File: config.mk
export PLATFORM = sky130hd
export DESIGN_NAME = zx_ula_port_ctrl
export DESIGN_NICKNAME = d
export VERILOG_FILES = /design/src/rtl/zx_ula_port_ctrl.sv
export SDC_FILE = /design/constraint.sdc
export NUM_CORES = 1
export LEC_CHECK = 0
export CAP_MARGIN = 25
export CORE_MARGIN = 4
export CORE_UTILIZATION = 45
export DETAILED_ROUTE_END_ITERATION = 12
export GPL_TIMING_DRIVEN = 1
export PLACE_DENSITY = 0.79
export SLEW_MARGIN = 30
export SYNTH_ARGS = -nofsm -noshare
export SYNTH_HDL_FRONTEND = slang
export SYNTH_SLANG_ARGS = --single-unit
File: constraint.sdc
create_clock -name clk -period 1.6 [get_ports clk]
set_input_delay 0.32 -clock clk [delete_from_list [all_inputs] [get_ports clk]]
set_output_delay 0.32 -clock clk [all_outputs]
set_load 0.005 [all_outputs]
File: src/rtl/zx_ula_port_ctrl.sv
`default_nettype none
// ============================================================================
// Module      : zx_ula_port_ctrl
// Description : ULA-side port FE controller. Scans an 8x5 key matrix with a
//               row-strobe FSM, holds the key state in a 40-bit register,
//               answers CPU IN on port FE with the half-rows selected by
//               A15..A8, latches border/MIC/EAR on OUT and generates the
//               periodic frame /INT pulse.
//               Optional feature macro: ZX_KBD_DEBOUNCE_EN (per-row debounce
//               of DEBOUNCE_SCANS identical samples; direct update otherwise).
// Revision    : 1.0 - initial release
// ============================================================================
module zx_ula_port_ctrl #(
  parameter int FRAME_CYCLES   = 69888,
  parameter int INT_CYCLES     = 32,
  parameter int SETTLE_CYCLES  = 16,
  parameter int DEBOUNCE_SCANS = 3
) (
  input  logic        clk,
  input  logic        reset,
  input  logic        ce,
  input  logic        rd_n,
  input  logic        wr_n,
  input  logic [15:0] ad,
  input  logic [7:0]  data_in,
  output logic [7:0]  data_out,
  output logic        data_oe,
  output logic [7:0]  kbd_row_n,
  input  logic [4:0]  kbd_col_n,
  input  logic        ear_in,
  output logic [2:0]  border,
  output logic        mic_out,
  output logic        ear_out,
  output logic        int_n,
  output logic        frame_start
);

  localparam int FW = (FRAME_CYCLES > 1) ? $clog2(FRAME_CYCLES) : 1;
  localparam int SW = (SETTLE_CYCLES > 1) ? $clog2(SETTLE_CYCLES) : 1;
  localparam logic [FW-1:0] C_FRAME_LAST  = FW'(FRAME_CYCLES - 1);
  localparam logic [FW-1:0] C_INT_CYCLES  = FW'(INT_CYCLES);
  localparam logic [SW-1:0] C_SETTLE_LAST = SW'(SETTLE_CYCLES - 1);

  typedef enum logic [1:0] {
    ST_DRIVE  = 2'd0,
    ST_SAMPLE = 2'd1,
    ST_NEXT   = 2'd2
  } scan_state_e;

  scan_state_e     state_q, state_d;
  logic [2:0]      row_q, row_d;
  logic [SW-1:0]   settle_q, settle_d;
  logic [4:0]      samp_q, samp_d;
  logic [7:0]      row_n_q, row_n_d;
  logic [7:0][4:0] keys_q, keys_d;
  logic            wr_sel_q, wr_sel_d;
  logic [2:0]      border_q, border_d;
  logic            mic_q, mic_d;
  logic            ear_q, ear_d;
  logic [FW-1:0]   fcnt_q, fcnt_d;
  logic            int_n_q, int_n_d;
  logic            fs_q, fs_d;

  logic            rd_sel;
  logic            wr_sel;
  logic [4:0]      k_comb;
  logic            unused_bits;

`ifdef ZX_KBD_DEBOUNCE_EN
  localparam int CW = (DEBOUNCE_SCANS > 1) ? $clog2(DEBOUNCE_SCANS + 1) : 1;
  localparam logic [CW-1:0] C_DEB = CW'(DEBOUNCE_SCANS);
  logic [7:0][4:0]    last_q, last_d;
  logic [7:0][CW-1:0] cnt_q, cnt_d;
  logic [CW-1:0]      cnt_inc;
`endif

  // Bus decode: a cycle with both strobes low selects neither direction.
  assign rd_sel      = !ce && !rd_n && wr_n && !ad[0];
  assign wr_sel      = !ce && !wr_n && rd_n && !ad[0];
  assign unused_bits = ^{ad[7:1], data_in[7:5]};

  // Port FE read data: AND of every half-row whose address line is low.
  always_comb begin
    k_comb = 5'h1F;
    for (int r = 0; r < 8; r++) begin
      if (!ad[8+r]) k_comb = k_comb & keys_q[r];
    end
  end

  assign data_out = {1'b1, ear_in, 1'b1, k_comb};
  assign data_oe  = rd_sel;

  // Row-strobe scanner: settle, sample, then one all-high gap before next row.
  always_comb begin
    state_d  = state_q;
    row_d    = row_q;
    settle_d = settle_q;
    samp_d   = samp_q;
    case (state_q)
      ST_DRIVE: begin
        if (settle_q == C_SETTLE_LAST) begin
          settle_d = '0;
          state_d  = ST_SAMPLE;
        end else begin
          settle_d = settle_q + 1'b1;
        end
      end
      ST_SAMPLE: begin
        samp_d  = kbd_col_n;
        state_d = ST_NEXT;
      end
      ST_NEXT: begin
        row_d   = row_q + 3'd1;
        state_d = ST_DRIVE;
      end
      default: state_d = ST_DRIVE;
    endcase
    // Strobes are registered from the next state so the connector sees clean edges.
    row_n_d = (state_d == ST_NEXT) ? 8'hFF : ~(8'h01 << row_d);
  end

  // Key-state update for the row just sampled, applied during its NEXT cycle.
  always_comb begin
    keys_d = keys_q;
`ifdef ZX_KBD_DEBOUNCE_EN
    last_d  = last_q;
    cnt_d   = cnt_q;
    cnt_inc = cnt_q[row_q];
    if (state_q == ST_NEXT) begin
      if (samp_q != last_q[row_q]) begin
        // Any change restarts the stability count for this row.
        last_d[row_q] = samp_q;
        cnt_d[row_q]  = CW'(1);
      end else begin
        cnt_inc       = (cnt_q[row_q] == C_DEB) ? C_DEB : cnt_q[row_q] + 1'b1;
        cnt_d[row_q]  = cnt_inc;
        if (cnt_inc == C_DEB) keys_d[row_q] = last_q[row_q];
      end
    end
`else
    if (state_q == ST_NEXT) keys_d[row_q] = samp_q;
`endif
  end

  // OUT capture on the leading cycle of a write select only.
  always_comb begin
    wr_sel_d = wr_sel;
    border_d = border_q;
    mic_d    = mic_q;
    ear_d    = ear_q;
    if (wr_sel && !wr_sel_q) begin
      border_d = data_in[2:0];
      mic_d    = data_in[3];
      ear_d    = data_in[4];
    end
  end

  // Frame timer; outputs are registered decodes of the current count.
  always_comb begin
    fcnt_d  = (fcnt_q == C_FRAME_LAST) ? '0 : fcnt_q + 1'b1;
    int_n_d = !(fcnt_q < C_INT_CYCLES);
    fs_d    = (fcnt_q == '0);
  end

  // State registers with synchronous active-low reset.
  always_ff @(posedge clk) begin
    if (!reset) begin
      state_q  <= ST_DRIVE;
      row_q    <= 3'd0;
      settle_q <= '0;
      samp_q   <= 5'h1F;
      row_n_q  <= 8'hFE;
      keys_q   <= '1;
      wr_sel_q <= 1'b0;
      border_q <= 3'd0;
      mic_q    <= 1'b0;
      ear_q    <= 1'b0;
      fcnt_q   <= '0;
      int_n_q  <= 1'b1;
      fs_q     <= 1'b0;
`ifdef ZX_KBD_DEBOUNCE_EN
      last_q   <= '1;
      cnt_q    <= '0;
`endif
    end else begin
      state_q  <= state_d;
      row_q    <= row_d;
      settle_q <= settle_d;
      samp_q   <= samp_d;
      row_n_q  <= row_n_d;
      keys_q   <= keys_d;
      wr_sel_q <= wr_sel_d;
      border_q <= border_d;
      mic_q    <= mic_d;
      ear_q    <= ear_d;
      fcnt_q   <= fcnt_d;
      int_n_q  <= int_n_d;
      fs_q     <= fs_d;
`ifdef ZX_KBD_DEBOUNCE_EN
      last_q   <= last_d;
      cnt_q    <= cnt_d;
`endif
    end
  end

  assign kbd_row_n   = row_n_q;
  assign border      = border_q;
  assign mic_out     = mic_q;
  assign ear_out     = ear_q;
  assign int_n       = int_n_q;
  assign frame_start = fs_q;

endmodule
`default_nettype wire

==> metrics.txt, run 1 <==
syn avg cell area roughly 9.5 um^2; H-tree depth 3; Final Cell Area between 0.004 and 0.005 mm^2; number of global-route vias before repair about 3000; skew final between 0.009 and 0.01 ns; first-pass GRT wire length about 14 mm; clk buf depth 2; synth top area cells dfxtp_1 48%, mux2i_1 13%, nand2_1 6.8%, o22ai_1 3.8%, xnor2_1 2.7%; final worst-path cycle share 104%; Syn-to-layout area delta 31.3%; Least-Margin Pin Slew a little under 0.6 ns; sw frac between 20 and 25%; RSZ-0062 raised after global routing true; via/cell ratio between 5 and 6; initial antenna violation count 0; CTS tree yes; Skew-Pair Late Insertion Delay 0.35 ns; reg-to-reg startpoint fcnt_q[7]; Initial Utilization between 40 and 50%; # diodes 0; critical path launch point type register; Synth top area share around half; Iteration-0 DRC Markers approximately 160; Port Buffers 44; DR WL/cell between 15 and 20 um; nets ~500; pin count of the biggest net entering global routing 65; HPWL Detailed 5.94 mm; Sw Pwr ~0.94 mW; core footprint between 0.007 and 0.008 mm^2; status finished with violations; crit-path max FO 2; Worst setup EP type output port; CP Cell Sequence o22ai_2 > nor4_2 > buf_4 > buf_6; total number of vias 3029; num rows 32; register bit total from synthesis 87; post-synth top area cell dfxtp_1; placed inst area around 0.0044 mm^2; internal power slightly below 3 mW; grt total ovfl 0; Slew Limit Fails 0; headroom to the max-slew limit between 60% and 70%; Routed WL roughly 9.0 mm; Total Power just under 4 mW; leakage power around 1.8 nW; CP max-delay cell dfxtp_2; Num Clock Sinks 87; cts hold-fix bufs 0; endpoints failing hold 0; power density over cell area 807 mW/mm^2; Post-Syn Instances around 380; area of the multi-input gates about 0.0019 mm^2; Yosys Warn Count 0; failing checks negative setup slack; Tmin final 1.67 ns; share of post-route cells with drive strength above 1 about 27%; maximum vdd drop 0.000400 V; CP required ~1.3 ns; CTS clk-pin slew, worst paths about 0.090 ns; cell area after synthesis approximately 0.0036 mm^2; CP peak stage delay 0.35 ns; CTS Root Cell clkbuf_8; Max-Cap Viols 0; FFs w/ async S/R, synth 0%; Fill cells roughly 630; RePlAce Congestion about 0.94; DIE AREA ~0.0096 mm^2; Hold Path Class in2reg; Tot GR Track Use roughly 18%; Gate power share approximately 6.2%; Initial DRT Pass Iterations 4; Yosys cell types 41; Post-DRT Antenna Nets 0; drc violations 0; Worst Setup SP keys_q[0]; critical path class reg2out; Clock power frac 36.5%; Die X approximately 98 um; Critical Path AT roughly 1.4 ns; ys flop type dfxtp_1; die height just under 100 um; Sequential Power Share around 57%; # IOs around 60; max frequency about 600 MHz; hold wc startpoint reset; # setup viols final 8; Seq/Total Area, Yosys around half; post-route setup slack -0.0655 ns; number of enable flip-flop cells after synthesis 0; Reg area approximately 0.0018 mm^2; cts bufs inserted 9
## worst max-delay path, delay by kind of cell (launching register included)
family	cells	cell delay, ns
buf+inv	2	0.24
flops	1	0.35
compound gates	1	0.09
simple gates	1	0.30
## logic make-up after synthesis
group                    after synthesis  synth area share (%)
AND/OR/NAND/NOR                      161                  23.4
flip-flops                            87                  48.0
multiplexers                          46                  12.7
AO/OA/AOI/OAI                         36                  6.66
buffers and inverters                 31                  3.87
XOR/XNOR                              16                  3.87
adder cells (fa/ha/maj)                4                  1.38
other                                  1                 0.103
## routing by layer
metal | track usage (%) | wire, um
met1 | 22.3 | 3960
met2 | 30.3 | 4390
met3 | 4.07 | 453
met4 | 7.56 | 213
met5 | 0 | 0
## power groups by stage
stage | sequential, mW | combinational (mW) | clock [mW]
floorplan | 2.25 | 0.0877 | 0
global placement | 2.25 | 0.214 | 0
detailed placement | 2.25 | 0.220 | 0
CTS | 2.20 | 0.217 | 1.43
global route | 2.20 | 0.257 | 1.51
finish | 2.20 | 0.239 | 1.40
## Yosys cell counts, types with 2 or more instances
cell	number
nand2b_1	5
and2_1	5
nor3b_2	3
ha_1	4
nand3_1	12
xor2_1	5
inv_1	7
o21ai_0	5
nand2_1	66
nor2_1	22
o22ai_1	22
clkbuf_1	18
dfxtp_1	87
nor4b_1	2
mux2i_1	46
nor3_1	4
a21oi_1	2
nand4_1	5
nor2b_1	9
or3_1	3
buf_4	4
a21boi_0	3
nand3b_1	4
nor4_1	12
xnor2_1	11
## metrics by stage
step	hold slack [ns]	setup TNS, ns	std cells	utilization [%]	setup WS, ns
final	0.426	-0.141	567	61.3	-0.0655
after global routing	0.414	-1.18	567	61.3	-0.139
after CTS	0.382	-0.0933	563	59.4	-0.0701
after detailed placement	0.467	-3.94	547	56.8	-0.672
after global placement	0.461	-3.96	547	56.8	-0.715
after floorplan	0.396	0	383	-	0.00446
## path summary, 6_finish.rpt
| check | cells past startpoint | endpoint | slack (ns) |
|---|---|---|---|
| setup / recovery | 4 | data_out[0] | -0.07 |
| hold / removal | 3 | int_n | 0.43 |
| setup reg to reg | 7 | fcnt_q[10] | -0.01 |
| hold reg to reg | 2 | state_q[0] | 0.49 |
## cell usage in the layout, fill, tap and decap left out, types with 6 or more instances in the layout
| cell type | synthesis | layout |
|---|---|---|
| inv_1 | 7 | 6 |
| clkbuf_8 | 0 | 9 |
| nor4_2 | 1 | 8 |
| dfxtp_2 | 0 | 27 |
| mux2i_1 | 46 | 46 |
| dfxtp_1 | 87 | 60 |
| nand2_1 | 66 | 65 |
| nor2b_1 | 9 | 9 |
| nand3_1 | 12 | 12 |
| xnor2_1 | 11 | 11 |
| nor2_1 | 22 | 22 |
| o22ai_1 | 22 | 17 |
| buf_4 | 4 | 42 |
| clkdlybuf4s50_1 | 0 | 29 |
## layout make-up
class                      count  area share (%)
multi-input combinational    265            39.2
sequential                    87            37.3
timing repair buffer          90            16.5
tap                          102            2.68
clock buffer                   9            2.60
clock inverter                 7            1.16
inverter                       7           0.552
## sequential cells by signal, indices dropped and copies added (netlist names)
signal and count:
keys_q 40, fcnt_q 17, kbd_row_n 8, samp_q 5, settle_q 4, border 3
row_q 3, state_q 2, ear_out 1, frame_start 1, int_n 1, mic_out 1
wr_sel_q 1
## what timing repair did
item / in CTS / in global routing
pin swaps: 7 / 17
endpoints found under the setup margin: 7 / 38
resized for setup: 55 / 30
setup buffers: 0 / 3
gates cloned: 0 / 1
(Power assumes the default switching activity.)
==> run 2, diff against run 1 <==
--- a/config.mk
+++ b/config.mk
@@ -5,7 +5,7 @@
 export SDC_FILE = /design/constraint.sdc
 export NUM_CORES = 1
 export LEC_CHECK = 0
-export CAP_MARGIN = 25
+export ABC_AREA = 1
 export CORE_MARGIN = 4
 export CORE_UTILIZATION = 45
 export DETAILED_ROUTE_END_ITERATION = 12
==> run 2 against run 1 <==
  * The flow now finishes without violations
  * Core utilization fell by 4.0 points
  * Clock skew up 0.0018 ns
  * Count of clock-buffer cells in the layout unchanged
  * Via count rose by 7.5%
  * Routed wire length down 7.6%
  * Critical path depth is the same
  * Sequential power about the same
  * Design area shrank 6.9%
  * Synthesized cell count is 20% higher
  * Synthesized area is 0.86% lower
  * Total power up 14%
  * Highest routed layer unchanged
==> metrics.txt, run 2 <==
reg-to-reg startpoint fcnt_q[0]; cell area after synthesis approximately 0.0036 mm^2; clk buf depth 2; Synth Area in Adders under 10%; Non-Filler Instances between 600 and 700; maximum vdd drop 0.000574 V; Top reg by flops keys_q; Max-Cap Viols 0; hold wc startpoint reset; simple-gate share of the synthesized area 27.7%; CTS tree yes; ys flop type dfxtp_1; Seq/Total Area, Yosys 48.5%; # diodes 0; RSZ-0062 raised after global routing true; first-pass GRT wire length 14.0 mm; worst hold slack about 0.30 ns; skew final roughly 0.011 ns; # IOs 59; Tmin final 1.59 ns; final worst-path cycle share between 90% and 100%; CP required 1.28 ns; Reg area approximately 0.0018 mm^2; register bit total from synthesis 87; CTS Root Cell clkbuf_8; share of post-route cells with drive strength above 1 12.5%; Port Buffers 44; xor and xnor area share after synthesis 1.95%; max frequency around 630 MHz; count leader, synth nand2_1; die height between 90 and 100 um; Yosys Warn Count 0; number of global-route vias before repair ~3100; top cells by count, synth 92 x nand2_1, 87 x dfxtp_1, 62 x nor2_1, 39 x inv_1, 32 x o211ai_1; Yosys cell types 33; endpoints failing hold 0; FFs w/ async S/R, synth 0%; main combinational cell family by area after synthesis simple AND/OR/NAND/NOR gates; syn avg cell area ~8 um^2; number of flip-flops in the largest register 40; initial antenna violation count 0; placed inst area 0.00416 mm^2; Num Clock Sinks between 80 and 90; commonest non-fill, non-tap cell in the layout nand2_1; post-synthesis mux area share 0%; HPWL Detailed 6.00 mm; Die X 97.4 um; placed insts ~600; synth top area cells dfxtp_1 48%, nand2_1 9.6%, o211ai_1 6.7%, nor2_1 6.5%, nand3_1 4.2%; Worst Setup SP keys_q[12]; core footprint about 0.0077 mm^2; Iteration-0 DRC Markers about 270; Post-Syn Instances 460; H-tree depth 3; total number of vias around 3300; grt total ovfl 0; num rows 32; post-synth top area cell dfxtp_1; via/cell ratio between 5 and 6; area of the multi-input gates 0.00163 mm^2; Synth Area in Compound Gates between 10% and 20%; Fill cells 670; Initial Utilization 46.5%; DR WL/cell around 13 um; Hold Path Class in2reg; nets 553; power density over cell area 990 mW/mm^2; Worst setup EP type output port; Final Cell Area 0.00443 mm^2; Syn-to-layout area delta 23.2%; drc violations 0; Skew-Pair Late Insertion Delay between 0.3 and 0.4 ns; cts bufs inserted 9; most frequent cells in the layout 92 x nand2_1, 78 x dfxtp_1, 61 x nor2_1; Routed WL about 8.3 mm; Synth top area share 48.5%; CTS clk-pin slew, worst paths about 0.080 ns; number of enable flip-flop cells after synthesis 0; status finished clean; Tot GR Track Use ~18%; leakage power approximately 1.9 nW; Initial DRT Pass Iterations 5; # setup viols final 0; critical path launch point type register; pin count of the biggest net entering global routing a little over 40; critical path class reg2out; final setup TNS 0 ns; Post-DRT Antenna Nets 0; Critical Path AT around 1.3 ns; DIE AREA roughly 0.0095 mm^2; RePlAce Congestion 0.877; Slew Limit Fails 0; crit-path max FO 2
-- run 2: cell count changes in the layout (fill, tap and decap cells not counted), moves of 9 or more --
cell / change
nand3_1: +18
buf_4: -33
nand2_2: +9
nor2b_1: -9
o211ai_1: +32
mux2i_1: -46
nand2_1: +27
nor2_1: +39
inv_1: +32
dfxtp_1: +18
a21oi_1: +18
dfxtp_2: -18
-- run 2: path summary, 6_finish.rpt --
kind / end / slack [ns] / cells past startpoint
setup reg to reg: fcnt_q[13] / 0.20 / 6
hold reg to reg: border[0] / 0.45 / 2
hold / removal: kbd_row_n[0] / 0.30 / 3
setup / recovery: data_out[2] / 0.01 / 4
-- run 2: layer usage --
layer | GRT usage [%] | up-vias | share of wire [%]
met3 | 3.73 | 20 | 5.5
met1 | 22.8 | 1490 | 44
met4 | 6.39 | 0 | 2.2
li1 | - | 1646 | -
met2 | 29.8 | 100 | 49
met5 | 0 | - | 0
-- run 2: what timing repair did --
| item | 4_1_cts | 5_1_grt |
|---|---|---|
| gates resized for setup | 39 | 8 |
| buffers inserted | 1 | 1 |
| hold buffers | 0 | 0 |
| pin swaps | 10 | 12 |
| endpoints found under the setup margin | 6 | 7 |
| endpoints found under the hold margin | 0 | 0 |
-- run 2: cell families after synthesis --
group | count (synthesis)
AO/OA/AOI/OAI | 77
XOR/XNOR | 8
adder cells (fa/ha/maj) | 4
buffers and inverters | 58
flip-flops | 87
other | 1
AND/OR/NAND/NOR | 225
-- run 2: worst max-delay path: stages (launching register included) --
cell	delay, ns
dfxtp_1	0.32
or2_2	0.29
o21ai_0	0.10
nor3_1	0.08
buf_2	0.13
-- run 2: power by group --
group	switching, mW	internal, mW	total, mW
Combinational	0.0926	0.0952	0.188
Clock	0.793	1.20	2.00
Sequential	0.0151	2.18	2.20
Total	0.900	3.48	4.38
-- run 2: layout make-up --
type / instances / share of cell area, %
Inverter: 46 / 3.90
Multi-Input combinational cell: 316 / 36.8
Timing Repair Buffer: 54 / 10.8
Clock inverter: 7 / 3.25
Sequential cell: 87 / 39.6
Clock buffer: 9 / 2.80
Tap cell: 102 / 2.88
-- run 2: stage by stage --
| step | setup slack [ns] | util [%] | power [mW] |
|---|---|---|---|
| global placement | -0.520 | 53.8 | 2.44 |
| CTS | -0.0116 | 57.1 | 4.40 |
| global route | -0.0988 | 57.3 | 4.52 |
| detailed placement | -0.546 | 53.8 | 2.44 |
| finish | 0.0114 | 57.3 | 4.38 |
| floorplan | 0.317 | - | 2.33 |
==> run 3, diff against run 2 <==
--- a/config.mk
+++ b/config.mk
@@ -11,7 +11,7 @@
 export DETAILED_ROUTE_END_ITERATION = 12
 export GPL_TIMING_DRIVEN = 1
 export PLACE_DENSITY = 0.79
-export SLEW_MARGIN = 30
+export SLEW_MARGIN = 20
 export SYNTH_ARGS = -nofsm -noshare
 export SYNTH_HDL_FRONTEND = slang
 export SYNTH_SLANG_ARGS = --single-unit
==> results of run 3 <==
The final DEF is identical to that of run 2; final timing and power are the same.
